`config.mk`:
```
export PLATFORM = sky130hd
export DESIGN_NAME = mips_bus_arbiter
export DESIGN_NICKNAME = d
export VERILOG_FILES = /design/src/rtl/mips_bus_pkg.sv /design/src/rtl/mips_bus_wait_timer.sv /design/src/rtl/mips_bus_arbiter.sv
export SDC_FILE = /design/constraint.sdc
export NUM_CORES = 1
export LEC_CHECK = 0
export ABC_CLOCK_PERIOD_IN_PS = 2300
export CAP_MARGIN = 5
export CORE_MARGIN = 2
export CORE_UTILIZATION = 37
export DETAILED_ROUTE_END_ITERATION = 6
export PLACE_DENSITY = 0.77
export SETUP_SLACK_MARGIN = 0.1
export SYNTH_ARGS = -nofsm -noshare
export SYNTH_HDL_FRONTEND = slang
export SYNTH_HIERARCHICAL = 1
export SYNTH_SLANG_ARGS = --single-unit
```
`constraint.sdc`:
```
create_clock -name clk -period 2.3 [get_ports clk]
set_clock_uncertainty 0.1 [all_clocks]
set_input_delay 0.23 -clock clk [delete_from_list [all_inputs] [get_ports clk]]
set_output_delay 0.23 -clock clk [all_outputs]
set_load 0.005 [all_outputs]
```
`src/rtl/mips_bus_pkg.sv`:
```
// Shared types and constants for the MIPS instruction/data bus arbiter.
package mips_bus_pkg;

    typedef enum logic [1:0] {
        IDLE  = 2'd0,
        GNT_I = 2'd1,
        GNT_D = 2'd2
    } bus_state_t;

    typedef enum logic {
        GRANT_I = 1'b0,
        GRANT_D = 1'b1
    } grant_t;

    localparam logic [3:0] BYTEEN_ALL = 4'b1111;

    // Everything the arbiter presents on the memory master port, kept together
    // so it can be registered and cleared as one unit.
    typedef struct packed {
        logic [31:0] address;
        logic        read;
        logic        write;
        logic [31:0] writedata;
        logic [3:0]  byteenable;
    } bus_cmd_t;

    localparam bus_cmd_t CMD_IDLE = '0;

    // Instruction fetches are always full-word reads with no write data.
    function automatic bus_cmd_t fetchCmd(input logic [31:0] addr);
        bus_cmd_t cmd;
        cmd            = CMD_IDLE;
        cmd.address    = addr;
        cmd.read       = 1'b1;
        cmd.byteenable = BYTEEN_ALL;
        return cmd;
    endfunction

    // Data accesses carry the requester's fields through; exactly one strobe is set.
    function automatic bus_cmd_t dataCmd(input logic        isWrite,
                                         input logic [31:0] addr,
                                         input logic [31:0] wdata,
                                         input logic [3:0]  byteen);
        bus_cmd_t cmd;
        cmd.address    = addr;
        cmd.read       = ~isWrite;
        cmd.write      = isWrite;
        cmd.writedata  = wdata;
        cmd.byteenable = byteen;
        return cmd;
    endfunction

endpackage

```
`src/rtl/mips_bus_wait_timer.sv`:
```
// Counts waitrequest-stalled cycles of one transfer and flags when the limit is hit.
module mips_bus_wait_timer
    import mips_bus_pkg::*;
#(
    parameter int MAX_WAIT = 255
) (
    input  logic clk,
    input  logic rst,
    input  logic clear,
    input  logic count_en,
    output logic expired
);

    // A zero limit disables the timeout; the counter still needs a legal width.
    localparam int LIMIT = (MAX_WAIT > 0) ? MAX_WAIT : 1;
    localparam int CW    = $clog2(LIMIT + 1);
    localparam logic [CW-1:0] C_LIMIT = CW'(LIMIT);

    logic [CW-1:0] r_count;

    // Saturating stall counter, restarted whenever the arbiter is not holding a grant.
    always_ff @(posedge clk) begin
        if (rst || clear) begin
            r_count <= '0;
        end else if (count_en && (r_count != C_LIMIT)) begin
            r_count <= r_count + 1'b1;
        end
    end

    assign expired = (MAX_WAIT > 0) && (r_count == C_LIMIT);

endmodule

```
`src/rtl/mips_bus_arbiter.sv`:
```
// Two-requester (fetch / data) arbiter onto a single waitrequest-style memory master.
module mips_bus_arbiter
    import mips_bus_pkg::*;
#(
    parameter int MAX_WAIT = 255
) (
    input  logic        clk,
    input  logic        rst,
    input  logic        i_req,
    input  logic [31:0] i_addr,
    output logic [31:0] i_rdata,
    output logic        i_done,
    input  logic        d_req,
    input  logic        d_write,
    input  logic [31:0] d_addr,
    input  logic [31:0] d_wdata,
    input  logic [3:0]  d_byteen,
    output logic [31:0] d_rdata,
    output logic        d_done,
    output logic [31:0] address,
    output logic        read,
    output logic        write,
    output logic [31:0] writedata,
    output logic [3:0]  byteenable,
    input  logic        waitrequest,
    input  logic [31:0] readdata,
    output logic        busy,
    output logic        bus_err
);

    bus_state_t  r_state, w_nextState;
    grant_t      r_lastGrant, w_nextLastGrant;
    bus_cmd_t    r_cmd, w_nextCmd;
    logic [31:0] r_iRdata, w_nextIRdata;
    logic [31:0] r_dRdata, w_nextDRdata;
    logic        r_iDone, w_nextIDone;
    logic        r_dDone, w_nextDDone;
    logic        r_busErr, w_nextBusErr;

    logic w_iEligible, w_dEligible, w_pickD;
    logic w_inGrant, w_complete, w_timeout;
    logic w_timerClear, w_timerCount, w_expired;

    // A requester is deaf during its own done cycle so a held req is not re-granted.
    assign w_iEligible = i_req & ~r_iDone;
    assign w_dEligible = d_req & ~r_dDone;
    assign w_pickD     = w_dEligible & (~w_iEligible | (r_lastGrant == GRANT_I));

    assign w_inGrant  = (r_state != IDLE);
    assign w_complete = w_inGrant & (r_cmd.read | r_cmd.write) & ~waitrequest;
    assign w_timeout  = w_inGrant & waitrequest & w_expired;

    assign w_timerClear = ~w_inGrant;
    assign w_timerCount = w_inGrant & waitrequest;

    mips_bus_wait_timer #(
        .MAX_WAIT(MAX_WAIT)
    ) u_waitTimer (
        .clk     (clk),
        .rst     (rst),
        .clear   (w_timerClear),
        .count_en(w_timerCount),
        .expired (w_expired)
    );

    // Next-state, next master command and requester results; a real completion
    // takes priority over a timeout that lands on the same edge.
    always_comb begin
        w_nextState     = r_state;
        w_nextLastGrant = r_lastGrant;
        w_nextCmd       = r_cmd;
        w_nextIRdata    = r_iRdata;
        w_nextDRdata    = r_dRdata;
        w_nextIDone     = 1'b0;
        w_nextDDone     = 1'b0;
        w_nextBusErr    = r_busErr;

        case (r_state)
            IDLE: begin
                w_nextCmd = CMD_IDLE;
                if (w_pickD) begin
                    w_nextState     = GNT_D;
                    w_nextLastGrant = GRANT_D;
                    w_nextCmd       = dataCmd(d_write, d_addr, d_wdata, d_byteen);
                end else if (w_iEligible) begin
                    w_nextState     = GNT_I;
                    w_nextLastGrant = GRANT_I;
                    w_nextCmd       = fetchCmd(i_addr);
                end
            end
            GNT_I: begin
                if (w_complete) begin
                    w_nextIRdata = readdata;
                    w_nextIDone  = 1'b1;
                    w_nextState  = IDLE;
                    w_nextCmd    = CMD_IDLE;
                end else if (w_timeout) begin
                    w_nextIRdata = '0;
                    w_nextIDone  = 1'b1;
                    w_nextBusErr = 1'b1;
                    w_nextState  = IDLE;
                    w_nextCmd    = CMD_IDLE;
                end
            end
            GNT_D: begin
                if (w_complete) begin
                    if (r_cmd.read) begin
                        w_nextDRdata = readdata;
                    end
                    w_nextDDone = 1'b1;
                    w_nextState = IDLE;
                    w_nextCmd   = CMD_IDLE;
                end else if (w_timeout) begin
                    w_nextDRdata = '0;
                    w_nextDDone  = 1'b1;
                    w_nextBusErr = 1'b1;
                    w_nextState  = IDLE;
                    w_nextCmd    = CMD_IDLE;
                end
            end
            default: begin
                w_nextState = IDLE;
                w_nextCmd   = CMD_IDLE;
            end
        endcase
    end

    // State and every output register; reset abandons any transfer in flight.
    always_ff @(posedge clk) begin
        if (rst) begin
            r_state     <= IDLE;
            r_lastGrant <= GRANT_I;
            r_cmd       <= CMD_IDLE;
            r_iRdata    <= '0;
            r_dRdata    <= '0;
            r_iDone     <= 1'b0;
            r_dDone     <= 1'b0;
            r_busErr    <= 1'b0;
        end else begin
            r_state     <= w_nextState;
            r_lastGrant <= w_nextLastGrant;
            r_cmd       <= w_nextCmd;
            r_iRdata    <= w_nextIRdata;
            r_dRdata    <= w_nextDRdata;
            r_iDone     <= w_nextIDone;
            r_dDone     <= w_nextDDone;
            r_busErr    <= w_nextBusErr;
        end
    end

    assign address    = r_cmd.address;
    assign read       = r_cmd.read;
    assign write      = r_cmd.write;
    assign writedata  = r_cmd.writedata;
    assign byteenable = r_cmd.byteenable;
    assign i_rdata    = r_iRdata;
    assign i_done     = r_iDone;
    assign d_rdata    = r_dRdata;
    assign d_done     = r_dDone;
    assign busy       = w_inGrant;
    assign bus_err    = r_busErr;

endmodule
```
Word-level counts from Yosys, hierarchy flattened
Cells that the tools add are included.
{"block": "totals", "out_inout_bits": 138, "inputBits": 138, "register_bits": 148, "elab_cells": 72}
{"block": "classes", "add_sub_neg": 1, "eq_ne": 7, "mux": 18, "reduce_logical": 14, "n_bitwise": 19}
{"cell": "two-way mux 70 bit", "n": 4}
{"cell": "case mux 70 bit (2 select lines)", "n": 1}
{"cell": "two-way mux 32 bit", "n": 4}
{"cell": "inverter 1 bit", "n": 10}
{"cell": "adder 8 x 1 -> 8 bit (second input constant)", "n": 1}
{"cell": "== test 8 bit (second input constant)", "n": 1}
{"cell": "two-way mux 2 bit", "n": 4}
{"cell": "inequality test 8 bit (second input constant)", "n": 1}
{"cell": "bitwise AND 1 bit", "n": 7}
{"cell": "AND reduction 2 bit", "n": 3}
{"cell": "AND reduction 3 bit", "n": 2}
{"cell": "nonzero test 2 bit", "n": 3}
{"cell": "OR reduction 2 bit", "n": 3}
{"cell": "two-way mux 1 bit", "n": 4}
{"cell": "case mux 2 bit (2 select lines)", "n": 1}
{"cell": "inequality test 3 x 1 -> 1 bit (second input constant)", "n": 1}
{"cell": "inequality test 3 bit (second input constant)", "n": 1}
{"cell": "== test 2 x 1 -> 1 bit (second input constant)", "n": 1}
{"cell": "== test 2 bit (second input constant)", "n": 1}
{"cell": "zero test 2 bit", "n": 1}
{"cell": "inequality test 2 bit (second input constant)", "n": 1}
{"cell": "OR 1 bit", "n": 2}
{"cell": "logical AND 1 bit", "n": 1}
{"cell": "logical OR 1 bit", "n": 1}

Depth between registers and ports, before layout
{"block": "logic_depth", "word_depth": 7, "mapped_depth": 10}

By module
Netlist, hierarchy kept.
{"module": "mips_bus_arbiter", "cells_per_inst": 497, "seq_area_each_um2": 2802.7, "area_per_inst_um2": 5202.5, "instances": 1}
{"module": "mips_bus_wait_timer", "cells_per_inst": 49, "seq_area_each_um2": 160.2, "area_per_inst_um2": 425.4, "instances": 1}

Least setup slack after synthesis
Ideal clock, no wire load.
{"block": "synth_path", "path_type": "register -> register", "start": "register u_waitTimer.r_count[5]", "end": "register r_cmd (netlist bit address[16])", "synth_period_minus_slack_ps": 2178, "setup_slack_ps": 122, "setup_time_ps": 136, "stages_incl_launch_ff": 11, "t_required_ps": 2064, "arrival_time_ps": 1942, "cell_sequence": "dfxtp_1 -> and3_1 -> buf_2 -> inv_1 -> nor3_1 -> and2b_1 -> o31a_1 -> buf_6 -> buf_6 -> a221oi_2 -> nor3_2"}
{"block": "synth_via", "elab_chain_cells": 3}
{"item": "start: declaration", "line": "mips_bus_wait_timer.sv:19", "text": "logic [CW-1:0] r_count;"}
{"item": "start signal: assignment", "line": "mips_bus_wait_timer.sv:26", "text": "r_count <= r_count + 1'b1;"}
{"item": "== test 8 bit", "line": "mips_bus_wait_timer.sv:30", "text": "assign expired = (MAX_WAIT > 0) && (r_count == C_LIMIT);"}
{"item": "via w_expired", "line": "mips_bus_arbiter.sv:42", "text": "logic w_timerClear, w_timerCount, w_expired;"}
{"item": "bitwise AND 1 bit", "line": "mips_bus_arbiter.sv:51", "text": "assign w_timeout = w_inGrant & waitrequest & w_expired;"}
{"item": "inequality test 3 x 1 -> 1 bit (no source line)"}
{"item": "end signal: assignment", "line": "mips_bus_arbiter.sv:142", "text": "r_cmd <= w_nextCmd;"}
{"item": "end: declaration", "line": "mips_bus_arbiter.sv:33", "text": "bus_cmd_t r_cmd, w_nextCmd;"}
The timed path passes the listed nets, and every way through them passes these cells.
A chain may end at the register's enable or synchronous reset.

Worst setup path after layout
{"block": "layout_path", "start": "register u_waitTimer.r_count[7]", "end": "register r_cmd (netlist bit writedata[5])"}
The elaborated chain is that of the path after synthesis.

==> impl_metrics.py <==
metrics = {
    "synth": {
        "ys_ff_latch": 148,
        "ys_types": 49,
        "yosysTopAreaCell": "dfxtp_1",
        "async_flop_share": 0,
        "yosysWarningCount": 6,
        "synthTopCellsByArea": "dfxtp_1 (53%), a22o_1 (10%), a221oi_2 (5.3%), a21oi_1 (3.2%), nand3_1 (2.9%)",
        "synth.most_common_cell": "dfxtp_1",
        "syn_inst": 546,
        "netlist.area_leader.share": 0.526,
        "synth.avg_cell_area_um2": 10.3,
        "synth_commonest_cells": "dfxtp_1 (148), a22o_1 (64), nand2_1 (42), nor2_1 (42), a21oi_1 (36)",
        "ys_seq_area_frac": 0.526,
        "synth_nets": 688,
        "synth_area_um2": 5630,
        "synth_edf_count": 0,
        "synthFlopType": "dfxtp_1",
    },
    "grt": {
        "antenna_found_initial": 0,
        "grt_overflow": 0,
        "grt_max_degree": 47,
        "grt_pass1_wl_mm": 28.6,
        "track_usage": 0.221,
        "first_global_vias": 5534,
    },
    "critical_path": {
        "crit_path_frequent_cell": "buf_6",
        "critical_path_class": "flip-flop to flip-flop",
        "required_ns": 2.55,
        "crit_path_cell_trace": "and3_4 > inv_2 > nor3_4 > and2b_2 > o31ai_4 > buf_12 > buf_6 > buf_6 > nand3_2 > a21oi_2",
        "cp_num_buf_inv": 4,
        "crit_path_max_incr_delay_ns": 0.37,
        "cp_top_family": "simple AND/OR/NAND/NOR gates",
        "arrival_ns": 2.49,
        "end_kind": "flip-flop",
        "slowest_stage": "o31ai_4",
        "startpoint_type": "flip-flop",
        "path_max_fanout": 4,
    },
    "route": {
        "drtAntennaViolNets": 0,
        "vias": 5620,
        "dr.pass1.iters": 5,
        "avgViaCountPerCell": 5.44,
        "drc": 0,
        "drt_iter0_drc": 266,
        "routed_wl_mm": 19.2,
        "routedWlPerCell_um": 18.6,
    },
    "clocking": {
        "clk_path_buf_depth": 2,
        "insertion_delay_ns": 0.42,
        "clock-sinks": 148,
        "clk_pin_slew_ns": 0.06,
        "cts_hold_buf": 0,
        "cts_buffers": 17,
        "clockRootBuffer": "clkbuf_16",
        "cts_tree": "built",
        "htreeDepth": 4,
    },
    "worst_hold_path": {
        "hold_path_class": "input pin to flip-flop",
    },
    "sta": {
        "rsz0062_at_grt": "yes",
        "max_slew_margin": 0.546,
        "maxSlewViolCount": 0,
        "final-hold-violation-count": 0,
        "post-route-min-period_ns": 2.24,
        "timing.hold.ws_ns": 0.152,
        "fmax_mhz": 446,
        "period_share": 0.975,
        "setup_viol": 0,
        "worst_slack_ns": 0.0576,
        "worst_pin_slew_ns": 0.677,
    },
    "floorplan": {
        "fp.coreArea_um2": 15000,
        "io_pins": 276,
        "die_y_um": 127,
        "core.rowCount": 45,
        "start_util": 0.374,
        "die_area_um2": 16200,
        "die_x_um": 127,
    },
    "placed_design": {
        "dp_hpwl_mm": 12.8,
        "portBuffers": 275,
        "pre_cts_ws_ns": -0.0502,
        "place_congestion": 0.862,
        "place_inst": 983,
    },
    "finish": {
        "area_growth_pct": 71.6,
        "fin_nets": 974,
        "post-route-util": 0.642,
        "antenna_cells": 0,
        "fillers": 1150,
        "drive_gt1_frac": 0.183,
        "instances_no_fill": 1033,
    },
    "flow_run": {
        "max-cap-violations": 0,
    },
    "outcome": {
        "status": "finished, final reports clean",
    },
    "pwr": {
        "leakagePower_uw": 0.00354,
        "ir_drop_mv": 0.616,
        "power.density_nw_per_um2": 935,
    },
}
[flip-flops by register name (all words and copies together), names as in the netlist]
| register | cells |
|---|---|
| d_rdata | 32 |
| i_rdata | 32 |
| d_done | 1 |
| r_state | 2 |
| write | 1 |
| bus_err | 1 |
| r_lastGrant | 1 |
| u_waitTimer/r_count | 8 |
| byteenable | 4 |
| address | 32 |
| i_done | 1 |
| read | 1 |
| writedata | 32 |
[routing by layer]
layer  part of all wire  wire [um]  track usage
met1               0.39       7490        0.245
met2               0.51       9710        0.386
met3              0.082       1570       0.0888
met4              0.022        432       0.0763
met5                  0          0            0
[final timing paths]
| kind | end | depth (start not counted) | slack (ns) | from |
|---|---|---|---|---|
| min reg2reg | writedata[26] | 2 | 0.35 | writedata[26] |
| max reg2reg | writedata[5] | 10 | 0.06 | u_waitTimer/r_count[7] |
| min | bus_err | 2 | 0.15 | rst |
| max | writedata[5] | 10 | 0.06 | u_waitTimer/r_count[7] |
[cells in the final DEF, fill, tap and decap left out, drive strengths merged, types with 3 or more instances in the layout]
cell	n
clkdlybuf4s50	274
dfxtp	148
a22o	64
nand2	43
nor2	42
a21oi	37
nor3	36
buf	36
nand3	33
a221oi	32
clkbuf	22
inv	12
o2bb2ai	6
clkinvlp	4
a31oi	4
a2111oi	4
o21ai	4
ha	4
clkinv	4
or3	3
mux2i	3
nor2b	3
[metrics by stage]
step	setup TNS, ns	total power, uW	instance area, um2
2_1_floorplan	0	4540	5630
3_3_place_gp	0	5750	8630
4_1_cts	0	8630	9290
6_report	0	9030	9660
5_1_grt	0	9440	9660
3_5_place_dp	-0.462	5830	8630
[area by class of cell]
class / count / area, um2 / share of cell area
clock buffers: 19 / 443 / 0.0459
repair buffers: 313 / 3260 / 0.338
flip-flops and latches: 148 / 2970 / 0.308
multi-input cells: 344 / 2590 / 0.268
inverters: 8 / 30.0 / 0.00311
well taps: 188 / 235 / 0.0244
clock inverters: 13 / 125 / 0.0130
[cell families (layout without fill, tap and decap cells)]
logic type / count (synthesis) / count (layout) / synth area share
buffers and inverters: 54 / 353 / 0.0518
adders and majority gates: 4 / 4 / 0.00889
AOI/OAI and AO/OA: 161 / 161 / 0.248
and+or+nand+nor: 175 / 175 / 0.158
muxes: 4 / 4 / 0.00734
DFF: 148 / 148 / 0.526
[what timing repair did]
action	CTS	global route
setup endpoints to repair	87	87
setup buffers	2	12
pin swaps	2	15
cloned	1	3
resized for setup	14	48
[report_power, final]
| part | total, uW | switching, uW | internal (uW) | leakage (uW) |
|---|---|---|---|---|
| clock network | 2670 | 1140 | 1530 | 0.000268 |
| logic | 3270 | 1520 | 1750 | 0.00206 |
| registers | 3090 | 204 | 2890 | 0.00121 |
| total | 9030 | 2860 | 6180 | 0.00354 |
No activity file was read; power rests on OpenSTA's default activity.
